**config.mk**
```make
export PLATFORM = sky130hd
export DESIGN_NAME = cmd_sequencer_flat
export DESIGN_NICKNAME = d
export VERILOG_FILES = /design/src/rtl/cmd_seq_pkg.sv /design/src/rtl/cmd_sequencer_if.sv /design/src/rtl/cmd_fetch.sv /design/src/rtl/cmd_sequencer.sv /design/src/flat_wrapper.sv
export SDC_FILE = /design/constraint.sdc
export NUM_CORES = 1
export LEC_CHECK = 0
export ABC_AREA = 1
export BUFFER_PORTS_ARGS = -buffer_cell sky130_fd_sc_hd__buf_2
export CORE_ASPECT_RATIO = 1.1
export CORE_MARGIN = 5
export CORE_UTILIZATION = 50
export CTS_CLUSTER_DIAMETER = 40
export DETAILED_ROUTE_END_ITERATION = 16
export GPL_TIMING_DRIVEN = 1
export PLACE_DENSITY = 0.75
export RECOVER_POWER = 100
export SETUP_SLACK_MARGIN = 0.15
export SYNTH_ARGS = -nofsm -noshare
export SYNTH_HDL_FRONTEND = slang
export SYNTH_SLANG_ARGS = --single-unit
```
**constraint.sdc**
```tcl
create_clock -name clk -period 1.57 [get_ports clk]
set_clock_uncertainty 0.2 [all_clocks]
set_input_delay 0.314 -clock clk [delete_from_list [all_inputs] [get_ports clk]]
set_output_delay 0.314 -clock clk [all_outputs]
set_load 0.005 [all_outputs]
```
**src/rtl/cmd_seq_pkg.sv**
```systemverilog
// cmd_seq_pkg: shared state encoding and descriptor layout for the command sequencer
package cmd_seq_pkg;
    typedef enum logic [2:0] {
        S_IDLE, S_FETCH, S_DECODE, S_DISPATCH, S_WAIT, S_DONE
    } state_t;
    localparam int CMD_WORDS  = 5;
    localparam int W_HDR      = 0;
    localparam int W_CH       = 1;
    localparam int W_WBASE    = 2;
    localparam int W_RADDR    = 3;
    localparam int W_WADDR    = 4;
    localparam int OP_LSB     = 0;
    localparam int STRIDE_LSB = 8;
    localparam int OUT_CH_LSB = 16;
    function automatic logic [7:0] op_type(input logic [31:0] w);
        return w[OP_LSB +: 8];
    endfunction
    function automatic logic [7:0] stride_of(input logic [31:0] w);
        return w[STRIDE_LSB +: 8];
    endfunction
endpackage

```
**src/rtl/cmd_sequencer_if.sv**
```systemverilog
// cmd_sequencer_if: cmd FIFO, engine go/done and decoded descriptor bus
interface cmd_sequencer_if #(
    parameter int NUM_ENGINES = 4,
    parameter int ADDR_W      = 32,
    parameter int CH_W        = 16
);
    logic                   cmd_fifo_rd_en;
    logic [31:0]            cmd;
    logic                   cmd_fifo_empty;
    logic [NUM_ENGINES-1:0] eng_go;
    logic [NUM_ENGINES-1:0] eng_done;
    logic [7:0]             stride;
    logic [CH_W-1:0]        in_ch;
    logic [CH_W-1:0]        out_ch;
    logic [ADDR_W-1:0]      w_base;
    logic [ADDR_W-1:0]      r_addr;
    logic [ADDR_W-1:0]      w_addr;
    modport master (
        output cmd_fifo_rd_en, eng_go, stride, in_ch, out_ch, w_base, r_addr, w_addr,
        input  cmd, cmd_fifo_empty, eng_done
    );
    modport slave (
        input  cmd_fifo_rd_en, eng_go, stride, in_ch, out_ch, w_base, r_addr, w_addr,
        output cmd, cmd_fifo_empty, eng_done
    );
endinterface

```
**src/rtl/cmd_fetch.sv**
```systemverilog
// cmd_fetch: pops five FIFO words per descriptor and captures each one cycle after its pop
module cmd_fetch
    import cmd_seq_pkg::*;
(
    input  logic                         clk,
    input  logic                         rst_n,
    input  logic                         en,
    input  logic                         empty,
    input  logic [31:0]                  cmd,
    output logic                         rd_en,
    output logic                         done,
    output logic [CMD_WORDS-1:0][31:0]   words
);
    logic [2:0] req_cnt;
    logic [2:0] cap_cnt;
    logic       cap;

    assign rd_en = en && !empty && req_cnt < 3'(CMD_WORDS);
    assign done  = cap && cap_cnt == 3'(CMD_WORDS - 1);

    // Pop/capture counters; an empty FIFO simply withholds pops so nothing is lost
    always_ff @(posedge clk or negedge rst_n) begin
        if (!rst_n) begin
            req_cnt <= '0;
            cap_cnt <= '0;
            cap     <= 1'b0;
            words   <= '0;
        end else begin
            cap     <= rd_en;
            req_cnt <= done ? '0 : req_cnt + 3'(rd_en);
            if (cap) begin
                words[cap_cnt] <= cmd;
                cap_cnt        <= done ? '0 : cap_cnt + 3'd1;
            end
        end
    end
endmodule

```
**src/rtl/cmd_sequencer.sv**
```systemverilog
// cmd_sequencer: descriptor fetch/decode/dispatch FSM; CMD_SEQ_PERF_EN adds a busy-cycle counter
module cmd_sequencer
    import cmd_seq_pkg::*;
#(
    parameter int NUM_ENGINES = 4,
    parameter int ADDR_W      = 32,
    parameter int CH_W        = 16,
    parameter int SIZE_W      = 7
)(
    input  logic              clk,
    input  logic              rst_n,
    input  logic              op_en,
    input  logic [SIZE_W-1:0] cmd_size,
    cmd_sequencer_if.master   bus,
    output logic              busy,
    output logic              err,
`ifdef CMD_SEQ_PERF_EN
    output logic              irq,
    output logic [31:0]       perf_cycles
`else
    output logic              irq
`endif
);
    localparam int ENG_W = NUM_ENGINES > 1 ? $clog2(NUM_ENGINES) : 1;

    state_t                       state, nxt;
    logic [CMD_WORDS-1:0][31:0]   words;
    logic                         fetch_done, legal, last, start, done_hit;
    logic [SIZE_W-1:0]            size_q, desc_cnt, desc_nxt;
    logic [ENG_W-1:0]             eng_sel;
    logic [7:0]                   op;
    logic                         unused_hdr;

    cmd_fetch u_fetch (
        .clk   (clk),
        .rst_n (rst_n),
        .en    (state == S_FETCH),
        .empty (bus.cmd_fifo_empty),
        .cmd   (bus.cmd),
        .rd_en (bus.cmd_fifo_rd_en),
        .done  (fetch_done),
        .words (words)
    );

    assign op         = op_type(words[W_HDR]);
    assign legal      = int'(op) < NUM_ENGINES;
    assign desc_nxt   = desc_cnt + SIZE_W'(1);
    assign last       = desc_nxt == size_q;
    assign start      = state == S_IDLE && op_en;
    assign done_hit   = bus.eng_done[eng_sel];
    assign unused_hdr = ^words[W_HDR][31:16];

    // State register
    always_ff @(posedge clk or negedge rst_n) begin
        if (!rst_n) state <= S_IDLE;
        else        state <= nxt;
    end

    // Next state and state-decoded outputs; done from a non-target engine never matches done_hit
    always_comb begin
        nxt = state;
        case (state)
            S_IDLE:     nxt = !op_en ? S_IDLE : (cmd_size == '0 ? S_DONE : S_FETCH);
            S_FETCH:    nxt = fetch_done ? S_DECODE : S_FETCH;
            S_DECODE:   nxt = legal ? S_DISPATCH : (last ? S_DONE : S_FETCH);
            S_DISPATCH: nxt = S_WAIT;
            S_WAIT:     nxt = !done_hit ? S_WAIT : (last ? S_DONE : S_FETCH);
            S_DONE:     nxt = op_en ? S_DONE : S_IDLE;
            default:    nxt = S_IDLE;
        endcase
        bus.eng_go = state == S_DISPATCH ? NUM_ENGINES'(1) << eng_sel : '0;
        busy       = !(state inside {S_IDLE, S_DONE});
        irq        = state == S_DONE;
    end

    // Run bookkeeping and decoded fields, held stable from DECODE until the next DECODE
    always_ff @(posedge clk or negedge rst_n) begin
        if (!rst_n) begin
            size_q     <= '0;
            desc_cnt   <= '0;
            err        <= 1'b0;
            eng_sel    <= '0;
            bus.stride <= '0;
            bus.in_ch  <= '0;
            bus.out_ch <= '0;
            bus.w_base <= '0;
            bus.r_addr <= '0;
            bus.w_addr <= '0;
        end else begin
            if (start) begin
                size_q   <= cmd_size;
                desc_cnt <= '0;
                err      <= 1'b0;
            end
            if (state == S_DECODE) begin
                eng_sel    <= op[ENG_W-1:0];
                bus.stride <= stride_of(words[W_HDR]);
                bus.in_ch  <= CH_W'(words[W_CH]);
                bus.out_ch <= CH_W'(words[W_CH] >> OUT_CH_LSB);
                bus.w_base <= ADDR_W'(words[W_WBASE]);
                bus.r_addr <= ADDR_W'(words[W_RADDR]);
                bus.w_addr <= ADDR_W'(words[W_WADDR]);
                if (!legal) begin
                    err      <= 1'b1;
                    desc_cnt <= desc_nxt;
                end
            end
            if (state == S_WAIT && done_hit) desc_cnt <= desc_nxt;
        end
    end

`ifdef CMD_SEQ_PERF_EN
    // Saturating count of busy cycles, restarted with each run and frozen in DONE
    always_ff @(posedge clk or negedge rst_n) begin
        if (!rst_n)                            perf_cycles <= '0;
        else if (start)                        perf_cycles <= '0;
        else if (busy && perf_cycles != '1)    perf_cycles <= perf_cycles + 32'd1;
    end
`endif
endmodule

```
**src/flat_wrapper.sv**
```systemverilog
// flat-port wrapper written by rule: the top's interface ports become plain ports
module cmd_sequencer_flat import cmd_seq_pkg::*;
#(
    parameter int NUM_ENGINES = 4,
    parameter int ADDR_W      = 32,
    parameter int CH_W        = 16,
    parameter int SIZE_W      = 7
)
  (clk, rst_n, op_en, cmd_size, busy, err, irq, bus_cmd_fifo_rd_en, bus_eng_go, bus_stride, bus_in_ch, bus_out_ch, bus_w_base, bus_r_addr, bus_w_addr, bus_cmd, bus_cmd_fifo_empty, bus_eng_done);
  cmd_sequencer_if #(.NUM_ENGINES(NUM_ENGINES), .ADDR_W(ADDR_W), .CH_W(CH_W)) bus_i ();
  input  logic clk;
  input  logic rst_n;
  input  logic op_en;
  input  logic [SIZE_W-1:0] cmd_size;
  output logic busy;
  output logic err;
  output logic irq;
  output wire logic [$bits(bus_i.cmd_fifo_rd_en)-1:0] bus_cmd_fifo_rd_en;
  output wire logic [$bits(bus_i.eng_go)-1:0] bus_eng_go;
  output wire logic [$bits(bus_i.stride)-1:0] bus_stride;
  output wire logic [$bits(bus_i.in_ch)-1:0] bus_in_ch;
  output wire logic [$bits(bus_i.out_ch)-1:0] bus_out_ch;
  output wire logic [$bits(bus_i.w_base)-1:0] bus_w_base;
  output wire logic [$bits(bus_i.r_addr)-1:0] bus_r_addr;
  output wire logic [$bits(bus_i.w_addr)-1:0] bus_w_addr;
  input wire logic [$bits(bus_i.cmd)-1:0] bus_cmd;
  input wire logic [$bits(bus_i.cmd_fifo_empty)-1:0] bus_cmd_fifo_empty;
  input wire logic [$bits(bus_i.eng_done)-1:0] bus_eng_done;
  assign bus_cmd_fifo_rd_en = bus_i.cmd_fifo_rd_en;
  assign bus_eng_go = bus_i.eng_go;
  assign bus_stride = bus_i.stride;
  assign bus_in_ch = bus_i.in_ch;
  assign bus_out_ch = bus_i.out_ch;
  assign bus_w_base = bus_i.w_base;
  assign bus_r_addr = bus_i.r_addr;
  assign bus_w_addr = bus_i.w_addr;
  assign bus_i.cmd = bus_cmd;
  assign bus_i.cmd_fifo_empty = bus_cmd_fifo_empty;
  assign bus_i.eng_done = bus_eng_done;
  cmd_sequencer #(.NUM_ENGINES(NUM_ENGINES), .ADDR_W(ADDR_W), .CH_W(CH_W), .SIZE_W(SIZE_W)) u_core (.clk(clk), .rst_n(rst_n), .op_en(op_en), .cmd_size(cmd_size), .bus(bus_i), .busy(busy), .err(err), .irq(irq));
endmodule
```
Word-level counts from Yosys, hierarchy flattened
Index checks and enable logic that the tools add are counted.

cells by class
  add/sub/neg operators = 3
  order comparisons = 5
  equal/unequal tests = 7
  shift-type cells = 1
  mux-type cells = 23
  reductions and logical operators = 11

operator list
  kind                   number
  $bwmux W160            1
  $demux W32 S3          1
  $mux W32               1
  $mux W7                4
  $mux W3                8
  $pmux W3 S6            1
  $eq A3 B3 Y1 const B   3
  $lt A8 B3 Y1 const B   1
  $add A7 B1 Y7 const B  1
  $eq A7 B7 Y1           1
  $logic_not A7 Y1       1
  $eq A3 B2 Y1 const B   2
  $logic_and A1 B1 Y1    6
  $lt A3 B4 Y1 const B   1
  $mux W1                4
  $mux W4                1
  $shl A1 B2 Y4 const A  1
  $add A3 B1 Y3          1
  $add A3 B1 Y3 const B  1
  $eq A3 B1 Y1 const B   1
  $ge A3 B1 Y1 const B   1
  $logic_not A3 Y1       1
  $lt A2 B3 Y1 const B   1
  $lt A3 B3 Y1 const B   1
  other kinds (4)        5

word-level totals
  bits in registers = 323
  input port bits = 47
  output and inout bits = 144
  word-level logic and storage cells = 69

Longest topological paths before layout
  depth after elaboration = 6
  mapped depth = 12
  depth with buffers taken out = 12

Hierarchy
From an unflattened synthesis, not the netlist that was laid out.

second synthesis, totals
  cell total of the unflattened synthesis = 1476
  area total of the unflattened synthesis = 12873.6 µm²

by module, submodules not included
  module         times used  cells an instance  area each (µm²)  sequential area each (µm²)
  cmd_fetch      1           734                6633.9           4179.0
  cmd_sequencer  1           742                6239.7           3903.7

Worst setup path after synthesis
No wires, ideal clock.

  path kind = register to register
  start point = register u_core.state[1]
  end point = register u_core.u_fetch.req_cnt[2]
  setup time = 0.120 ns
  data arrival time = 1.457 ns
  data required time = 1.250 ns
  setup slack = -0.208 ns
  cell stages (with the launch flop) = 10
  path buffers = 0
  period minus slack after synthesis = 1.778 ns
  path through = dfrtp_1 -> inv_1 -> nand2_1 -> nor2_1 -> inv_1 -> nor3_1 -> ha_1 -> ha_1 -> xnor2_1 -> nor2_1

on the way
  cells in the longest elaborated chain, start to end = 5

RTL lines
  item                              line                 source
  from (decl)                       cmd_sequencer.sv:26  state_t state, nxt;
  from (signal assigned)            cmd_sequencer.sv:56  else state <= nxt;
  $eq A3 B1 Y1                      cmd_sequencer.sv:37  .en (state == S_FETCH),
  $logic_and A1 B1 Y1 (2 in a row)  cmd_fetch.sv:18      assign rd_en = en && !empty && req_cnt < 3'(CMD_WORDS);
  named net bus_cmd_fifo_rd_en      flat_wrapper.sv:18   output wire logic [$bits(bus_i.cmd_fifo_rd_en)-1:0] bus_cmd_fifo_rd_en;
  $add A3 B1 Y3                     cmd_fetch.sv:30      req_cnt <= done ? '0 : req_cnt + 3'(rd_en);
  $mux W3                           cmd_fetch.sv:30
  to (signal assigned)              cmd_fetch.sv:30
  to (decl)                         cmd_fetch.sv:14      logic [2:0] req_cnt;

The timed path passes the listed nets, and every way through them passes these cells.
A chain may end at the register's enable or synchronous reset.

Worst setup path in the final report
  start point = register u_core.state[2]
  end point = output bus_cmd_fifo_rd_en

on the way
  cells in the longest elaborated chain, start to end = 3

RTL lines
  item                              line
  $eq A3 B1 Y1                      cmd_sequencer.sv:37
  $logic_and A1 B1 Y1 (2 in a row)  cmd_fetch.sv:18
  to (decl)                         flat_wrapper.sv:18

Every way passes these cells.

==> flow_metrics.tcl <==
set metrics [dict create \
    cts-buffers-inserted 37 \
    finish_stage_setup_viols 313 \
    drt-wirelength-per-cell_um 22.0 \
    hold_viol_final 2 \
    seq_power_share_pct 43.0 \
    leakagePower_nw 9.75 \
    synth_top_cells_by_count "611 x sky130_fd_sc_hd__nand2_1, 307 x sky130_fd_sc_hd__dfrtp_1, 148 x sky130_fd_sc_hd__o21ai_0, 61 x sky130_fd_sc_hd__inv_1, 39 x sky130_fd_sc_hd__clkbuf_1" \
    postSynth.topFlopCell "sky130_fd_sc_hd__dfrtp_1" \
    timing.critical_path.to_type "output port" \
    cp_cell_sequence "nor2_4 > inv_2 > nor3_4 > buf_4 > buf_6" \
    ff2ff_path_depth 12 \
    globalRoute.totalOverflow 0 \
    max-cap-violations 0 \
    routed-wl-met3_um 3720 \
    synth.yosys.seq_area_share_pct 65.3 \
    total_switching_power_mw 11.3 \
    layout.cells.non_filler 1956 \
    route.vias.total 11100 \
    via_density_per_instance 5.69 \
    synth.yosys.warnings 0 \
    worst_ir_drop_on_vdd_v 0.000966 \
    async_flop_share_pct 100 \
    violations "hold timing, setup timing" \
    synth.top_cells.by_area "sky130_fd_sc_hd__dfrtp_1 65%, sky130_fd_sc_hd__nand2_1 20%, sky130_fd_sc_hd__o21ai_0 6.3%, sky130_fd_sc_hd__inv_1 1.9%, sky130_fd_sc_hd__clkbuf_1 1.2%" \
    worst-slew-pin-transition_ns 1.01 \
    floorplan.initialDensity_pct 51.1 \
    cp_slowest_stage_delay_ns 0.48 \
    worst_ep_required_time_ns 1.06 \
    synthDominantCellAreaShare_pct 65.3 \
    first_global_vias 9758 \
    drtPass1Iterations 8 \
    root_buffer_cell "sky130_fd_sc_hd__clkbuf_16" \
    holdWs_ns -0.0643 \
    floorplan_row_count 58 \
    dr_wl_met2_um 21400 \
    r2r_setup_slack_ns -0.50 \
    hold_path_class "primary input to flip-flop" \
    grt_setup_unrepaired "true" \
    die_area_sq_um 26700 \
    final_cycle_share_pct 136 \
    postSynthNetCount 1330 \
    die_height_um 171 \
    route.detailed.drc 0 \
    cellInternalPower_mw 21.0 \
    grt_max_degree 90 \
    placedCellCount 1761 \
    finish.net_count 1679 \
    final.setup.worst_slack_ns -0.561 \
    top_layer_used "met4" \
    drtAntennaViolNets 0 \
    worstSetupPathType "flip-flop to output port" \
    drv_slew 0 \
    coreArea_sq_um 23000 \
    p_total_mw 32.3 \
    synth_cell_types 30 \
    route.layer.met1.wl_um 15700 \
    drive_gt1_share_pct 40.9 \
    whs_path_depth 3 \
    worst_skew_pair.late_latency_ns 0.52 \
    critPathSlowestCell "sky130_fd_sc_hd__dfrtp_1" \
    outcome "finished, violations left" \
    area_delta_synth_final_pct 52.6 \
    yosys.cell_count.top_type "sky130_fd_sc_hd__nand2_1" \
    synthCells 1278 \
    min_from "bus_cmd_fifo_empty" \
    grt_first_pass_wirelength_um 50000 \
    buffer_ports.inserted 190 \
    tns_ns -41.93 \
    r2r-end "u_core.u_fetch.req_cnt[2]$_DFF_PN0_" \
    dieWidth_um 156 \
    comb_power_share_pct 29.3 \
    htreeDepth 2 \
    ctsLongestPathBuffers 3 \
    mappedNetlistArea_sq_um 11800 \
    synth_enable_flop_cells 0 \
    power.density_nw_per_um2 1800 \
    yosys_register_bits 307 \
    worst_slew_margin_rel_pct 32.8 \
    endpoint_of_the_worst_hold_timing_path "u_core.u_fetch.cap$_DFF_PN0_" \
    cts_tree "built" \
    pin_count 191 \
    finalCriticalPeriod_ns 2.13 \
    preCtsSetupSlack_ns -0.174 \
    antenna_violations_before_repair 2 \
    f_max_mhz 469 \
    clk_transition_reported_paths_ns 0.06 \
    synth_area_leader_cell "sky130_fd_sc_hd__dfrtp_1" \
    gp_congestion 0.904 \
    cts_hold_repair.buffers 31 \
    worstSetupStartpointType "flip-flop" \
    critical_path_peak_fanout 3 \
    drtIter0Drc 988 \
    cts.sink_count 307 \
    arrival_ns 1.62 \
    post-dp-hpwl_um 19200 \
    timing.rr.start "u_core.state[2]$_DFF_PN0_" \
    postSynthAreaPerCell_sq_um 9.20 \
    power.share.switching_pct 35.1 \
    share_clk_of_total_power_pct 27.6 \
    wirelength_um 42900 \
    grt_usage_pct 23.0 \
]
layer usage:
metal | vias up | GRT usage (%)
met2 | 687 | 38.7
li1 | 4744 | -
met3 | 207 | 3.82
met4 | 0 | 8.04
met5 | - | 0
met1 | 5488 | 30.7
power by group through the flow:
stage,clock network [mW],registers [mW],logic (mW)
after floorplan,0,12.7,3.43
after global placement,0,12.9,5.89
after detailed placement,0,13.0,6.21
after CTS,8.89,13.0,6.76
after global routing,9.33,14.1,10.3
final,8.92,13.9,9.46
layout make-up:
cell class | count | area (sq um)
Clock buffer | 46 | 1000
Multi-Input combinational cell | 849 | 4770
Sequential cell | 307 | 7690
Antenna cell | 1 | 2.50
Timing Repair Buffer | 367 | 3550
Tap cell | 300 | 375
Fill cell | 1275 | 5060
Clock inverter | 21 | 273
Inverter | 65 | 269
layout by cell type, fill, tap and decap left out, types with 9 or more instances in the layout:
cell type                       Yosys  routed
sky130_fd_sc_hd__nand2_1          611     428
sky130_fd_sc_hd__dfrtp_1          307     299
sky130_fd_sc_hd__buf_2             19     186
sky130_fd_sc_hd__nand2_2            3     122
sky130_fd_sc_hd__o21ai_0          148     108
sky130_fd_sc_hd__clkbuf_16          0      70
sky130_fd_sc_hd__nand2_4            0      61
sky130_fd_sc_hd__inv_1             61      51
sky130_fd_sc_hd__buf_4              0      46
sky130_fd_sc_hd__buf_6              1      32
sky130_fd_sc_hd__dlygate4sd3_1      0      31
sky130_fd_sc_hd__o21ai_2            1      28
sky130_fd_sc_hd__buf_12             0      26
sky130_fd_sc_hd__o21ai_1            5      18
sky130_fd_sc_hd__nand3_1           25      16
sky130_fd_sc_hd__inv_2              3      10
sky130_fd_sc_hd__nand3_2            3       9
flip-flops by register name, summed over array words and instances, names as in the netlist:
name                    cells
u_core.size_q               7
u_core.bus.w_addr          32
u_core.u_fetch.cap_cnt      3
u_core.bus.out_ch          16
u_core.u_fetch.cap          1
u_core.state                3
u_core.u_fetch.req_cnt      3
u_core.bus.r_addr          32
u_core.bus.in_ch           16
u_core.eng_sel              2
u_core.bus.w_base          32
u_core.u_fetch.words      144
u_core.desc_cnt             7
u_core.bus.stride           8
u_core.err                  1
critical path, delay by kind of cell, from the launching register on:
kind,cells,cell delay (ns)
DFF,1,0.48
and+or+nand+nor,2,0.31
buffers and inverters,3,0.31
logic make-up after synthesis:
family                   share of synthesized area (%)
buffers and inverters                             4.26
AO/OA/AOI/OAI                                     7.36
flip-flops                                        65.3
adder cells (fa/ha/maj)                          0.532
XOR/XNOR                                         0.224
AND/OR/NAND/NOR                                   22.3
through the flow:
| stage | util, % | cell area [sq um] |
|---|---|---|
| detailed placement | 58.8 | 13500 |
| global placement | 58.8 | 13500 |
| CTS | 67.0 | 15400 |
| global route | 78.0 | 17900 |
| finish | 78.0 | 17900 |
| floorplan | - | 11800 |
repair_timing:
action | in CTS | in global routing
cloned | 2 | 51
buffers inserted | 14 | 29
gates resized for setup | 44 | 403
pin swaps | 14 | 50
hold endpoints to repair | 396 | 1
setup endpoints to repair | 446 | 448
how the worst max path moves through the flow:
stage | from | end | slack, ns
after floorplan | u_core.state[1]$_DFF_PN0_ | u_core.u_fetch.req_cnt[2]$_DFF_PN0_ | -0.07
after global placement | u_core.state[2]$_DFF_PN0_ | u_core.desc_cnt[4]$_DFF_PN0_ | -0.08
after detailed placement | u_core.state[2]$_DFF_PN0_ | u_core.desc_cnt[4]$_DFF_PN0_ | -0.17
after CTS | u_core.state[1]$_DFF_PN0_ | bus_cmd_fifo_rd_en | -0.51
after global routing | u_core.state[2]$_DFF_PN0_ | bus_cmd_fifo_rd_en | -0.61
final | u_core.state[2]$_DFF_PN0_ | bus_cmd_fifo_rd_en | -0.56
(Power assumes the default switching activity.)
